===== src/rtl/qsched_pkg.sv =====
// qsched_pkg: reason codes, state encodings and default OS/user pc boundary for quantum_scheduler.
package qsched_pkg;
    typedef enum logic [1:0] {REASON_QUANTUM = 2'd0, REASON_IO = 2'd1, REASON_DONE = 2'd2} reason_t;
    typedef enum logic {ST_RUN = 1'b0, ST_REQ = 1'b1} state_t;
    localparam int OS_PC_LIMIT_DEFAULT = 300;
endpackage


===== src/rtl/rr_pick.sv =====
// rr_pick: rotate-priority search for the first active slot after cur_pid, cur_pid itself last.
module rr_pick #(
    parameter int NPROC = 8,
    parameter int PID_W = 3
) (
    input  logic [NPROC-1:0] active_mask,
    input  logic [PID_W-1:0] cur_pid,
    output logic [PID_W-1:0] next_pid,
    output logic             next_valid
);
    logic [PID_W-1:0] idx;
    always_comb begin
        next_pid = '0;
        next_valid = 1'b0;
        idx = '0;
        // Farthest candidate first so the nearest one overwrites; i == NPROC wraps back to cur_pid.
        for (int i = NPROC; i >= 1; i--) begin
            idx = cur_pid + PID_W'(i);
            if (active_mask[idx]) begin
                next_pid = idx;
                next_valid = 1'b1;
            end
        end
    end
endmodule


===== src/rtl/quantum_scheduler.sv =====
// quantum_scheduler: preemptive round-robin quantum scheduler with saved-pc table.
// Define QSCHED_STATS_EN to add preempt_count/io_count statistics outputs.
module quantum_scheduler import qsched_pkg::*; #(
    parameter int NPROC       = 8,
    parameter int PID_W       = 3,
    parameter int PC_W        = 32,
    parameter int QUANTUM     = 5,
    parameter int OS_PC_LIMIT = OS_PC_LIMIT_DEFAULT
) (
    input  logic             clock,
    input  logic             reset,
    input  logic             instr_valid,
    input  logic [PC_W-1:0]  pc,
    input  logic             io_instr,
    input  logic             proc_done,
    input  logic [PID_W-1:0] cur_pid,
    input  logic             create_valid,
    input  logic [PID_W-1:0] create_pid,
    input  logic [PC_W-1:0]  create_pc,
    input  logic             switch_ack,
    output logic             switch_req,
    output logic [1:0]       switch_reason,
    output logic [PID_W-1:0] saved_pid,
    output logic [PC_W-1:0]  saved_pc,
    output logic             next_valid,
    output logic [PID_W-1:0] next_pid,
    output logic [PC_W-1:0]  next_pc,
    output logic [NPROC-1:0] active_mask
`ifdef QSCHED_STATS_EN
    ,
    output logic [31:0]      preempt_count,
    output logic [31:0]      io_count
`endif
);
    state_t state, state_d;
    logic [15:0] cnt;
    logic [PC_W-1:0] pc_tab [NPROC];
    logic [PC_W-1:0] pc_tab_d [NPROC];
    logic [NPROC-1:0] mask_d;
    logic user, fire_done, fire_io, fire_q, fire, create_ok, pick_valid;
    logic [PID_W-1:0] pick_pid;

    assign user      = state == ST_RUN && instr_valid && pc > PC_W'(OS_PC_LIMIT);
    assign fire_done = user && proc_done;
    assign fire_io   = user && !proc_done && io_instr;
    assign fire_q    = user && !proc_done && !io_instr && cnt + 16'd1 == 16'(QUANTUM);
    assign fire      = fire_done || fire_io || fire_q;
    // A slot freed by proc_done this cycle may be re-created in the same cycle.
    assign create_ok = create_valid && (!active_mask[create_pid] || (fire_done && create_pid == cur_pid));

    always_comb begin
        state_d = state == ST_REQ ? (switch_ack ? ST_RUN : ST_REQ) : (fire ? ST_REQ : ST_RUN);
        mask_d = active_mask;
        pc_tab_d = pc_tab;
        if (fire_done) mask_d[cur_pid] = 1'b0;
        if (fire_io || fire_q) pc_tab_d[cur_pid] = pc + PC_W'(1);
        if (create_ok) begin
            mask_d[create_pid] = 1'b1;
            pc_tab_d[create_pid] = create_pc;
        end
    end

    rr_pick #(.NPROC(NPROC), .PID_W(PID_W)) u_pick (
        .active_mask(mask_d),
        .cur_pid(cur_pid),
        .next_pid(pick_pid),
        .next_valid(pick_valid)
    );

    always_ff @(posedge clock) begin
        if (reset) begin
            state <= ST_RUN;
            cnt <= '0;
            active_mask <= '0;
            for (int i = 0; i < NPROC; i++) pc_tab[i] <= '0;
            switch_req <= 1'b0;
            switch_reason <= '0;
            saved_pid <= '0;
            saved_pc <= '0;
            next_valid <= 1'b0;
            next_pid <= '0;
            next_pc <= '0;
        end else begin
            state <= state_d;
            active_mask <= mask_d;
            pc_tab <= pc_tab_d;
            cnt <= (fire || state == ST_REQ) ? '0 : user ? cnt + 16'd1 : cnt;
            switch_req <= state_d == ST_REQ;
            if (fire) begin
                switch_reason <= fire_done ? REASON_DONE : fire_io ? REASON_IO : REASON_QUANTUM;
                saved_pid <= cur_pid;
                saved_pc <= fire_done ? '0 : pc + PC_W'(1);
            end
            // next_* freeze while a request is pending, snapshotting the table as it enters REQ.
            if (state == ST_RUN || switch_ack) begin
                next_valid <= pick_valid;
                next_pid <= pick_pid;
                next_pc <= pick_valid ? pc_tab_d[pick_pid] : '0;
            end
        end
    end

`ifdef QSCHED_STATS_EN
    always_ff @(posedge clock) begin
        if (reset) begin
            preempt_count <= '0;
            io_count <= '0;
        end else begin
            if (fire_q && !(&preempt_count)) preempt_count <= preempt_count + 32'd1;
            if (fire_io) io_count <= io_count + 32'd1;
        end
    end
`endif
endmodule


===== config.mk =====
export PLATFORM = sky130hd
export DESIGN_NAME = quantum_scheduler
export DESIGN_NICKNAME = d
export VERILOG_FILES = /design/src/rtl/qsched_pkg.sv /design/src/rtl/rr_pick.sv /design/src/rtl/quantum_scheduler.sv
export SDC_FILE = /design/constraint.sdc
export NUM_CORES = 1
export LEC_CHECK = 0
export ABC_AREA = 1
export BUFFER_PORTS_ARGS = -buffer_cell sky130_fd_sc_hd__buf_2
export CAP_MARGIN = 20
export CORE_AREA = 4 4 172 208
export CTS_BUF_LIST = sky130_fd_sc_hd__clkbuf_16
export DETAILED_ROUTE_END_ITERATION = 7
export DIE_AREA = 0 0 176 212
export PLACE_DENSITY = 0.8
export SLEW_MARGIN = 10
export SYNTH_ARGS = -nofsm -noshare
export SYNTH_HDL_FRONTEND = slang
export SYNTH_SLANG_ARGS = --single-unit

===== constraint.sdc =====
create_clock -name clock -period 3.9 [get_ports clock]
set_input_delay 0.39 -clock clock [delete_from_list [all_inputs] [get_ports clock]]
set_output_delay 0.39 -clock clock [all_outputs]
set_load 0.05 [all_outputs]

=== After elaboration in Yosys (flattened, before gate mapping) ===
Index checks and enable logic that the tools add are counted.

* $add $sub $neg: 9
* Order comparisons: 17
* Equality and inequality tests: 2
* Multiplexer cells: 58
* Bitwise gates (word level): 7
* Reductions and logical operators: 23

{| class="wikitable"
|+ Operators with widths
! cell !! number
|-
| $bwmux W256 || 2
|-
| $mux W256 || 2
|-
| $demux W32 S3 || 2
|-
| $mux W32 || 6
|-
| $bmux W32 S3 || 1
|-
| $lt A3 B4 Y1 const B || 9
|-
| $add A32 B1 Y32 const B || 1
|-
| $gt A32 B9 Y1 const B || 1
|-
| $bmux W1 S3 || 9
|-
| $mux W3 || 8
|-
| $mux W1 || 23
|-
| $add A16 B1 Y16 const B || 1
|-
| $eq A16 B3 Y1 const B || 1
|-
| $mux W8 || 2
|-
| $logic_and A1 B1 Y1 || 13
|-
| $add A3 B3 Y3 const B || 4
|-
| $ge A4 B4 Y1 const B || 3
|-
| $not A3 Y4 || 3
|-
| $and A8 B8 Y8 || 1
|-
| $lt A4 B1 Y1 const B || 2
|-
| $not A8 Y8 || 1
|-
| $or A8 B8 Y8 || 1
|-
| $add A3 B2 Y3 const B || 2
|-
| $demux W1 S3 || 2
|-
| other kinds (8) || 16
|}

* Bits in registers: 354
* Input bits: 77
* Output and inout port bits: 82
* Word-level logic and storage cells: 133

=== Depth between registers and ports, before layout ===
Gate-level depths: netlist of the first run.

* Depth in word-level cells: 24
* Gate-level depth with buffers: 34
* Mapped depth without buffers: 31

=== By module ===
From an unflattened synthesis of the first run, not the netlist that was laid out.

* Cells, all modules: 3837
* Area, all modules: 22382.7 µm²

{| class="wikitable"
|+ Modules (own cells, without submodules)
! module !! times used !! cells each !! area each (µm²) !! sequential area each (µm²)
|-
| quantum_scheduler || 1 || 3714 || 21715.8 || 7086.8
|-
| rr_pick || 1 || 123 || 666.9 || 0.0
|}

=== Worst setup path before layout of the first run ===
OpenSTA, ideal clock, no wires.

* Path kind: input to register
* From: input pc[0]
* To: register next_pc[12]
* Library setup time: 0.070 ns
* Data arrival time: 3.184 ns
* Required time: 3.830 ns
* Path slack: 0.646 ns
* Stages: 31
* Buffers on the path: 4
* Cell sequence: buf_2 > inv_1 > ha_1 > nor2_1 > nand4_1 > nand2_1 > nand2_1 > nand2_1 > nand4_1 > nand2_8 > nand3_2 > buf_6 > nand3_2 > nand2_2 > nand2_1 > nand3_1 > nand2_1 > inv_2 > nand2_1 > nand2_1 > nand2_1 > nand2_1 > nand2_2 > buf_2 > buf_2 > nand3_1 > nand3_1 > nand3_1 > nand2_1 > nand2_1 > a21oi_1

* Longest elaborated chain between the ends: 22
* Elaborated cells between the ends (all ways): 56
* Classes of those cells: add/sub: 1; order compare: 1; mux: 42; bitwise: 2; reduce/logical: 10

{| class="wikitable"
|+ RTL lines
! element !! RTL line !! text
|-
| start, declared || quantum_scheduler.sv:13 || <nowiki>input logic [PC_W-1:0] pc,</nowiki>
|-
| $gt A32 B9 Y1 || quantum_scheduler.sv:43 || <nowiki>assign user = state == ST_RUN && instr_valid && pc > PC_W'(OS_PC_LIMIT);</nowiki>
|-
| $logic_and A1 B1 Y1 || quantum_scheduler.sv:43 ||
|-
| $logic_and A1 B1 Y1 || quantum_scheduler.sv:44 || <nowiki>assign fire_done = user && proc_done;</nowiki>
|-
| $logic_and A1 B1 Y1 || quantum_scheduler.sv:49 || <nowiki>assign create_ok = create_valid && (!active_mask[create_pid] || (fire_done && create_pid == cur_pid));</nowiki>
|-
| $logic_or A1 B1 Y1 || quantum_scheduler.sv:49 ||
|-
| $logic_and A1 B1 Y1 || quantum_scheduler.sv:49 ||
|-
| $mux W8 || quantum_scheduler.sv:57 || <nowiki>if (create_ok) begin</nowiki>
|-
| $bmux W1 S3 || rr_pick.sv:19 || <nowiki>if (active_mask[idx]) begin</nowiki>
|-
| $mux W1 (not written as such) || rr_pick.sv:19 ||
|-
| $mux W3 (8 in series) || rr_pick.sv:19 ||
|-
| $not A3 Y4 (not written as such) || quantum_scheduler.sv:98 || <nowiki>next_pc <= pick_valid ? pc_tab_d[pick_pid] : '0;</nowiki>
|-
| $bmux W32 S3 || quantum_scheduler.sv:98 ||
|-
| $mux W32 (not written as such) (2 in series) || quantum_scheduler.sv:98 ||
|-
| $mux W32 (*) || quantum_scheduler.sv:98 ||
|-
| end signal, assigned || quantum_scheduler.sv:98 ||
|-
| end, declared || quantum_scheduler.sv:27 || <nowiki>output logic [PC_W-1:0] next_pc,</nowiki>
|}

Mark *: on every way between the ends. The rest lies on a longest branch, timed or not. The select of a mux whose other input is x is not followed.
A chain may end at the register's enable or synchronous reset.

=== Worst setup path after layout of the first run ===
* From: register cnt[1]
* To: register next_pc[29]

* Longest elaborated chain between the ends: 11

{| class="wikitable"
|+ RTL lines
! element !! RTL line !! text
|-
| start, declared || quantum_scheduler.sv:36 || <nowiki>logic [15:0] cnt;</nowiki>
|-
| start signal, assigned || quantum_scheduler.sv:87 || <nowiki>cnt <= (fire || state == ST_REQ) ? '0 : user ? cnt + 16'd1 : cnt;</nowiki>
|-
| $add A16 B1 Y16 (*) || quantum_scheduler.sv:46 || <nowiki>assign fire_q = user && !proc_done && !io_instr && cnt + 16'd1 == 16'(QUANTUM);</nowiki>
|-
| $eq A16 B3 Y1 (*) || quantum_scheduler.sv:46 ||
|-
| $logic_and A1 B1 Y1 (*) || quantum_scheduler.sv:46 ||
|-
| $logic_or A1 B1 Y1 (*) || quantum_scheduler.sv:56 || <nowiki>if (fire_io || fire_q) pc_tab_d[cur_pid] = pc + PC_W'(1);</nowiki>
|-
| $mux W256 (*) || quantum_scheduler.sv:56 ||
|-
| $bwmux W256 || quantum_scheduler.sv:59 || <nowiki>pc_tab_d[create_pid] = create_pc;</nowiki>
|-
| $mux W256 (*) || quantum_scheduler.sv:57 ||
|-
| $bmux W32 S3 (*) || quantum_scheduler.sv:98 ||
|-
| $mux W32 (not written as such) (*) (2 in series) || quantum_scheduler.sv:98 ||
|-
| $mux W32 (*) || quantum_scheduler.sv:98 ||
|}

Marked as above.

==> qor.yml, run 1 <==
sta:
  finalSetupViolCount: 0
  grt_setup_unrepaired: "yes"
  slew_violations: 0
  tns_ns: 0
  max_freq_mhz: 266
  fin_crit_ns: 3.76
  slew-limit-headroom_pct: 23.4
  worst-slew-pin-transition_ns: 1.15
  finalCritPeriodShare_pct: 96.4
  skew_ns: 0.0269
  final-hold-violation-count: 0
  holdWs_ns: 0.239
worst_setup_path:
  startpoint_type: "flip-flop"
  worst_path_dominant_cell_family: "simple AND/OR/NAND/NOR gates"
  slowest_delay_ns: 0.34
  critPathSlowestCell: "dfxtp_1"
  crit_type: "flip-flop to flip-flop"
  required_ns: 4.29
  arrival_ns: 4.15
  end_kind: "flip-flop"
  critPathBufInv: 4
  path_max_fanout: 13
  cpMostUsedCell: "nand2_1"
die:
  die_height_um: 212
  coreArea_um2: 33700
  rows: 74
  die-area_um2: 37300
  initial_core_util_pct: 60.5
  pin_count: 159
  fp.dieW_um: 176
synth:
  synth_commonest_cells: "nand2_1 (567), nor2_1 (435), nand3_1 (382)"
  synth_edf_count: 0
  syn_area_um2: 20400
  ys_types: 41
  synth_xor_xnor_area_share_pct: 1.63
  synth_top_cell_by_area: "dfxtp_1"
  synth_top_family_by_area: "simple AND/OR/NAND/NOR gates"
  synth_area_leaders: "dfxtp_1 (35%), nand2_1 (10%), nand3_1 (9.4%)"
  synth_simple_gate_area_share_pct: 31.2
  synth_area_per_cell_um2: 6.34
  yosysMostFrequentCell: "nand2_1"
  synthCells: 3217
  async_flop_share_pct: 0
  post-synth-top-area-fraction_pct: 34.8
  yosys_warnings: 0
  synth_compound_area_share_pct: 19.3
  synth_ff_type: "dfxtp_1"
  yosys.area_share.adder_pct: 0.614
  syn_nets: 3304
  synth_mux_area_share_pct: 0
  synth-seq-cells: 354
  seq_area_frac_synth_pct: 34.8
route:
  drt-initial-drc-count: 3073
  finalWirelength_um: 75400
  first_pass_iters: 6
  drc_errors: 0
  wl_per_cell_um: 19.6
  vias_per_cell: 6.03
  via_count: 23200
  drtAntennaViolNets: 0
global_route:
  antenna_found_initial: 1
  grt.overflow.total: 0
  track_usage_pct: 38.8
  grtUsageMet3_pct: 6.99
  grtUsageMet2_pct: 63.4
  grt_pass1_vias: 22000
  grt_max_degree: 211
  grt_pass1_wl_um: 116000
  use_met1_pct: 46.7
  top_usage_layer: "met2"
place:
  routabilityCongestion: 0.994
  io_buffers: 158
  hpwl_um: 49600
hold_path:
  hold_class: "input pin to flip-flop"
layout:
  area_delta_synth_final_pct: 17.2
  nNetsFinal: 3456
  fin_util_pct: 70.9
  drive_gt1_share_pct: 13.5
clocking:
  clock-sinks: 354
  cts.path.max_buffers: 3
  numCtsBuffers: 39
  clockRootBuffer: "clkbuf_16"
  h-tree-depth: 2
  insertion_delay_ns: 0.56
  clk_pin_slew_ns: 0.06
  cts_tree: "yes"
power_and_ir_drop:
  power_density_nw_per_um2: 447
  ir_drop_v: 0.000390
  power.leakage_uw: 0.0109
status:
  outcome: "finished, final reports clean"
job:
  maxCapViolCount: 0
[report_power, final]
part | internal (µW) | switching, µW | total, µW | leakage [µW]
clock network | 2010 | 1530 | 3540 | 0.000598
logic | 1060 | 2120 | 3180 | 0.00745
registers | 3840 | 112 | 3950 | 0.00288
[timing repair]
action,CTS,global route
hold buffers,0,0
pin swaps,0,4
resized for setup,1,28
setup buffers,0,5
setup endpoints to repair,3,32
[logic make-up (layout without fill, tap and decap cells)]
logic type / after synthesis / after routing
AOI/OAI and AO/OA: 717 / 717
xor gates and xnor gates: 38 / 38
adders and majority gates: 10 / 10
buffers and inverters: 624 / 798
DFF: 354 / 354
other: 0 / 1
and+or+nand+nor: 1474 / 1474
[worst min-delay path, delay by kind of cell]
family / cells / cell delay, ns
AOI/OAI and AO/OA: 1 / 0.05
buffers and inverters: 1 / 0.10
and+or+nand+nor: 2 / 0.19
[area by class of cell]
type | instances | area [µm²]
antenna | 1 | 2.50
timing repair buffer | 338 | 2650
sequential | 354 | 7090
tap | 456 | 571
clock buffer | 41 | 1030
inverter | 397 | 1490
fill | 2959 | 9810
clock inverter | 22 | 150
multi-input combinational | 2239 | 10900
[cells in the final DEF (no fill, tap or decap), drive strengths merged, types with 10 or more instances in the layout]
cell type,n
nand3b,25
nand4,19
a21oi,363
buf,338
dfxtp,354
nand2,577
nand3,391
o21ai,207
xor2,35
inv,400
clkinv,14
a211oi,15
o22ai,16
a22oi,28
nor2,436
clkbuf,41
nor3,18
ha,10
o21a,80
[stage by stage]
stage               setup slack, ns  instances  area, µm²  total power (µW)
finish                        0.139       3848      23900             10700
global placement             0.0493       3779      22600              7060
floorplan                     0.646       3217      20400              6020
detailed placement          -0.0172       3779      22600              7100
CTS                           0.153       3842      23700             10600
global route                 -0.135       3847      23900             11100
[final timing paths]
check,from,endpoint,slack (ns),depth (start not counted)
hold reg to reg,saved_pc[31]$_SDFFE_PP0P_,saved_pc[31]$_SDFFE_PP0P_,0.46,2
setup reg to reg,cnt[1]$_SDFFE_PP0N_,next_pc[29]$_SDFFE_PP0P_,0.14,25
hold / removal,switch_ack,next_pc[25]$_SDFFE_PP0P_,0.24,4
setup / recovery,cnt[1]$_SDFFE_PP0N_,next_pc[29]$_SDFFE_PP0P_,0.14,25
[state kept, by name (all words and copies together) (netlist names)]
| signal | flops |
|---|---|
| active_mask | 8 |
| cnt | 16 |
| next_pc | 32 |
| next_pid | 3 |
| next_valid | 1 |
| pc_tab | 256 |
| saved_pc | 32 |
| saved_pid | 3 |
| state | 1 |
| switch_reason | 2 |
[routing by layer]
| metal | routed length, µm | part of all wire, % |
|---|---|---|
| met3 | 8550 | 11 |
| met5 | 12 | 0.016 |
| met2 | 34000 | 45 |
| met1 | 26900 | 36 |
| met4 | 5880 | 7.8 |
Note: power is estimated with default switching activity, not from simulation.
==> run 2: changes to the inputs <==
Settings changed: CORE_AREA 4 4 172 208 to 4 4 179 216, DIE_AREA 0 0 176 212 to 0 0 183 220, PLACE_DENSITY 0.8 to 0.81, SYNTH_HIERARCHICAL set to 1.
==> qor.yml, run 2 <==
status:
  outcome: "finished, final reports clean"
synth:
  synth_simple_gate_area_share_pct: 50.5  # +19 points
  syn_area_um2: 22400  # +9.8%
  synth_area_leaders: "dfxtp_1 (32%), nand2_1 (25%), nand3_1 (16%)"
  ys_types: 39  # -4.9%
  synth_compound_area_share_pct: 8.30  # -11 points
  yosys.area_share.adder_pct: 0.335  # -0.28 points
  syn_nets: 3920  # +19%
  synth_area_per_cell_um2: 5.83  # -8.0%
  seq_area_frac_synth_pct: 31.7  # -3.1 points
  synth_mux_area_share_pct: 0  # unchanged
  synth_top_family_by_area: "simple AND/OR/NAND/NOR gates"
  synth_xor_xnor_area_share_pct: 1.20  # -0.43 points
  synth_commonest_cells: "nand2_1 (1476), nand3_1 (734), dfxtp_1 (354)"
  synth-seq-cells: 354  # unchanged
  yosysMostFrequentCell: "nand2_1"
  yosys_warnings: 6  # +6
  post-synth-top-area-fraction_pct: 31.7  # -3.1 points
  async_flop_share_pct: 0  # unchanged
  synth_ff_type: "dfxtp_1"
  synthCells: 3837  # +19%
  synth_top_cell_by_area: "dfxtp_1"
  synth_edf_count: 0  # unchanged
clocking:
  postCtsHoldBufs: 0  # unchanged
  clockRootBuffer: "clkbuf_16"
  h-tree-depth: 2  # unchanged
  clock-sinks: 354  # unchanged
  clk_pin_slew_ns: 0.06  # about the same
  cts_tree: "yes"
  insertion_delay_ns: 0.55  # about the same
  numCtsBuffers: 39  # unchanged
  cts.path.max_buffers: 3  # unchanged
  cts_resized: 0  # -1
  cts_setup_buffers: 0  # unchanged
route:
  first_pass_iters: 8  # +2
  drt-initial-drc-count: 3416  # +11%
  finalWirelength_um: 85200  # +13%
  drtAntennaViolNets: 0  # unchanged
  vias_per_cell: 6.04  # +0.15%
  drc_errors: 0  # unchanged
  wl_per_cell_um: 19.3  # -1.7%
  via_count: 26700  # +15%
power_and_ir_drop:
  p_clk_share_pct: 31.0  # -2.2 points
  ir_drop_v: 0.000365  # -6.4%
  p_sw_uw: 4230  # +12%
  power.leakage_uw: 0.0115  # +5.6%
  combPwrFrac_pct: 32.7  # +2.9 points
  power_density_nw_per_um2: 441  # -1.3%
  p_int_uw: 6940  # +0.33%
  swShare_pct: 37.8  # +2.6 points
  p_seq_share_pct: 36.3  # -0.7 points
layout:
  mostFrequentLayoutCells: "nand2_1 (1474), nand3_1 (734), dfxtp_1 (354)"
  largestRegisters: "pc_tab (256), next_pc (32), saved_pc (32)"
  multi_input_area_um2: 13600  # +25%
  area_delta_synth_final_pct: 13.0
  final_common_cell: "nand2_1"
  fin_util_pct: 69.1  # -1.8 points
  fin_area_um2: 25300  # +5.9%
  register_area_um2: 7090  # about the same
  nNetsFinal: 4005  # +16%
  fillCellCount: 3453  # +17%
  regMostFlops: "pc_tab"
  drive_gt1_share_pct: 10.1  # -3.4 points
  largest_reg_flops: 256  # unchanged
worst_setup_path:
  critPathSlowestCell: "buf_4"
  cpMostUsedCell: "nand2_1"
  arrival_ns: 4.07  # -0.08 ns
  path_max_fanout: 17  # +4
  crit_type: "input pin to flip-flop"
  startpoint_type: "input pin"
  slowest_delay_ns: 0.30  # -0.04 ns
  end_kind: "flip-flop"
  required_ns: 4.36  # +0.07 ns
sta:
  finalSetupViolCount: 0  # unchanged
  skew_ns: 0.0145  # -0.0125 ns
  slew_violations: 0  # unchanged
  fin_crit_ns: 3.60  # -0.157 ns
  finalCritPeriodShare_pct: 92.4  # -4.0 points
  max_freq_mhz: 277  # +4.3%
  final-hold-violation-count: 0  # unchanged
  tns_ns: 0  # unchanged
  holdWs_ns: 0.162  # -0.0770 ns
  slew-limit-headroom_pct: 41.0  # +18 points
  worst-slew-pin-transition_ns: 0.885  # -0.264 ns
  grt_setup_unrepaired: "no"
die:
  fp.dieW_um: 183  # +4.0%
  initial_core_util_pct: 61.1  # +0.65 points
  die_height_um: 220  # +3.8%
  pin_count: 159  # unchanged
  coreArea_um2: 36600  # +8.6%
  rows: 77  # +4.1%
  die-area_um2: 40300  # +7.9%
job:
  maxCapViolCount: 0  # unchanged
global_route:
  grt_pass1_wl_um: 131000  # +13%
  track_usage_pct: 40.8  # +2.0 points
  grt.overflow.total: 0  # unchanged
  antenna_found_initial: 3  # +2
  grt_max_degree: 170  # -19%
  grt_pass1_vias: 23700  # +7.7%
place:
  hpwl_um: 52900  # +6.7%
  placed_cell_area_um2: 24200  # +7.1%
  routabilityCongestion: 0.945  # -4.9%
  io_buffers: 158  # unchanged
hold_path:
  hold_class: "input pin to flip-flop"
==> run 2: kinds of logic after synthesis <==
kind of cell             Yosys count
XOR/XNOR                          29
flip-flops                       354
buffers and inverters            435
AND/OR/NAND/NOR                 2648
AO/OA/AOI/OAI                    365
adder cells (fa/ha/maj)            6
==> run 2: path summary, 6_finish.rpt <==
path | start | endpoint | slack (ns) | cells past startpoint
hold / removal | create_pc[26] | pc_tab[218]$_SDFF_PP0_ | 0.16 | 3
setup / recovery | pc[0] | next_pc[3]$_SDFFE_PP0P_ | 0.30 | 31
setup reg to reg | state$_SDFF_PP0_ | next_pc[3]$_SDFFE_PP0P_ | 0.40 | 24
hold reg to reg | saved_pc[0]$_SDFFE_PP0P_ | saved_pc[0]$_SDFFE_PP0P_ | 0.46 | 2
==> run 2: worst max-delay path: cells and delay by family <==
| family | cells | cell delay (ns) |
|---|---|---|
| and+or+nand+nor | 21 | 1.91 |
| buffers and inverters | 5 | 0.82 |
| AOI/OAI and AO/OA | 4 | 0.73 |
| adders and majority gates | 1 | 0.20 |
==> run 2: metrics by stage <==
| stage | power (µW) | worst slack [ns] | cells |
|---|---|---|---|
| CTS | 11100 | 0.389 | 4419 |
| global placement | 7660 | -0.0324 | 4354 |
| floorplan | 6480 | 0.0142 | 3837 |
| detailed placement | 7680 | -0.111 | 4354 |
| global route | 11600 | 0.00669 | 4421 |
| finish | 11200 | 0.295 | 4421 |
==> run 2: per-layer routing <==
metal	GRT usage [%]	up-vias	share of wire, %
met4	20.6	2	5.7
met5	0	-	0.015
li1	-	12600	-
met1	52.8	12000	38
met3	9.54	353	13
met2	63.7	1704	43
==> run 2: layout make-up <==
class	instances	area share, %
Tap cell	474	2.34
Clock inverter	25	0.554
Timing Repair Buffer	297	8.67
Multi-Input combinational cell	3048	53.7
Clock buffer	40	3.96
Antenna cell	1	0.00989
Sequential cell	354	28.0
Inverter	182	2.74
==> run 2: power groups by stage <==
stage | clock network [µW] | logic [µW] | registers, µW
6_report | 3460 | 3660 | 4050
5_1_grt | 3610 | 3950 | 4070
4_1_cts | 3470 | 3580 | 4040
3_5_place_dp | 0 | 3560 | 4110
3_3_place_gp | 0 | 3540 | 4110
2_1_floorplan | 0 | 1990 | 4480
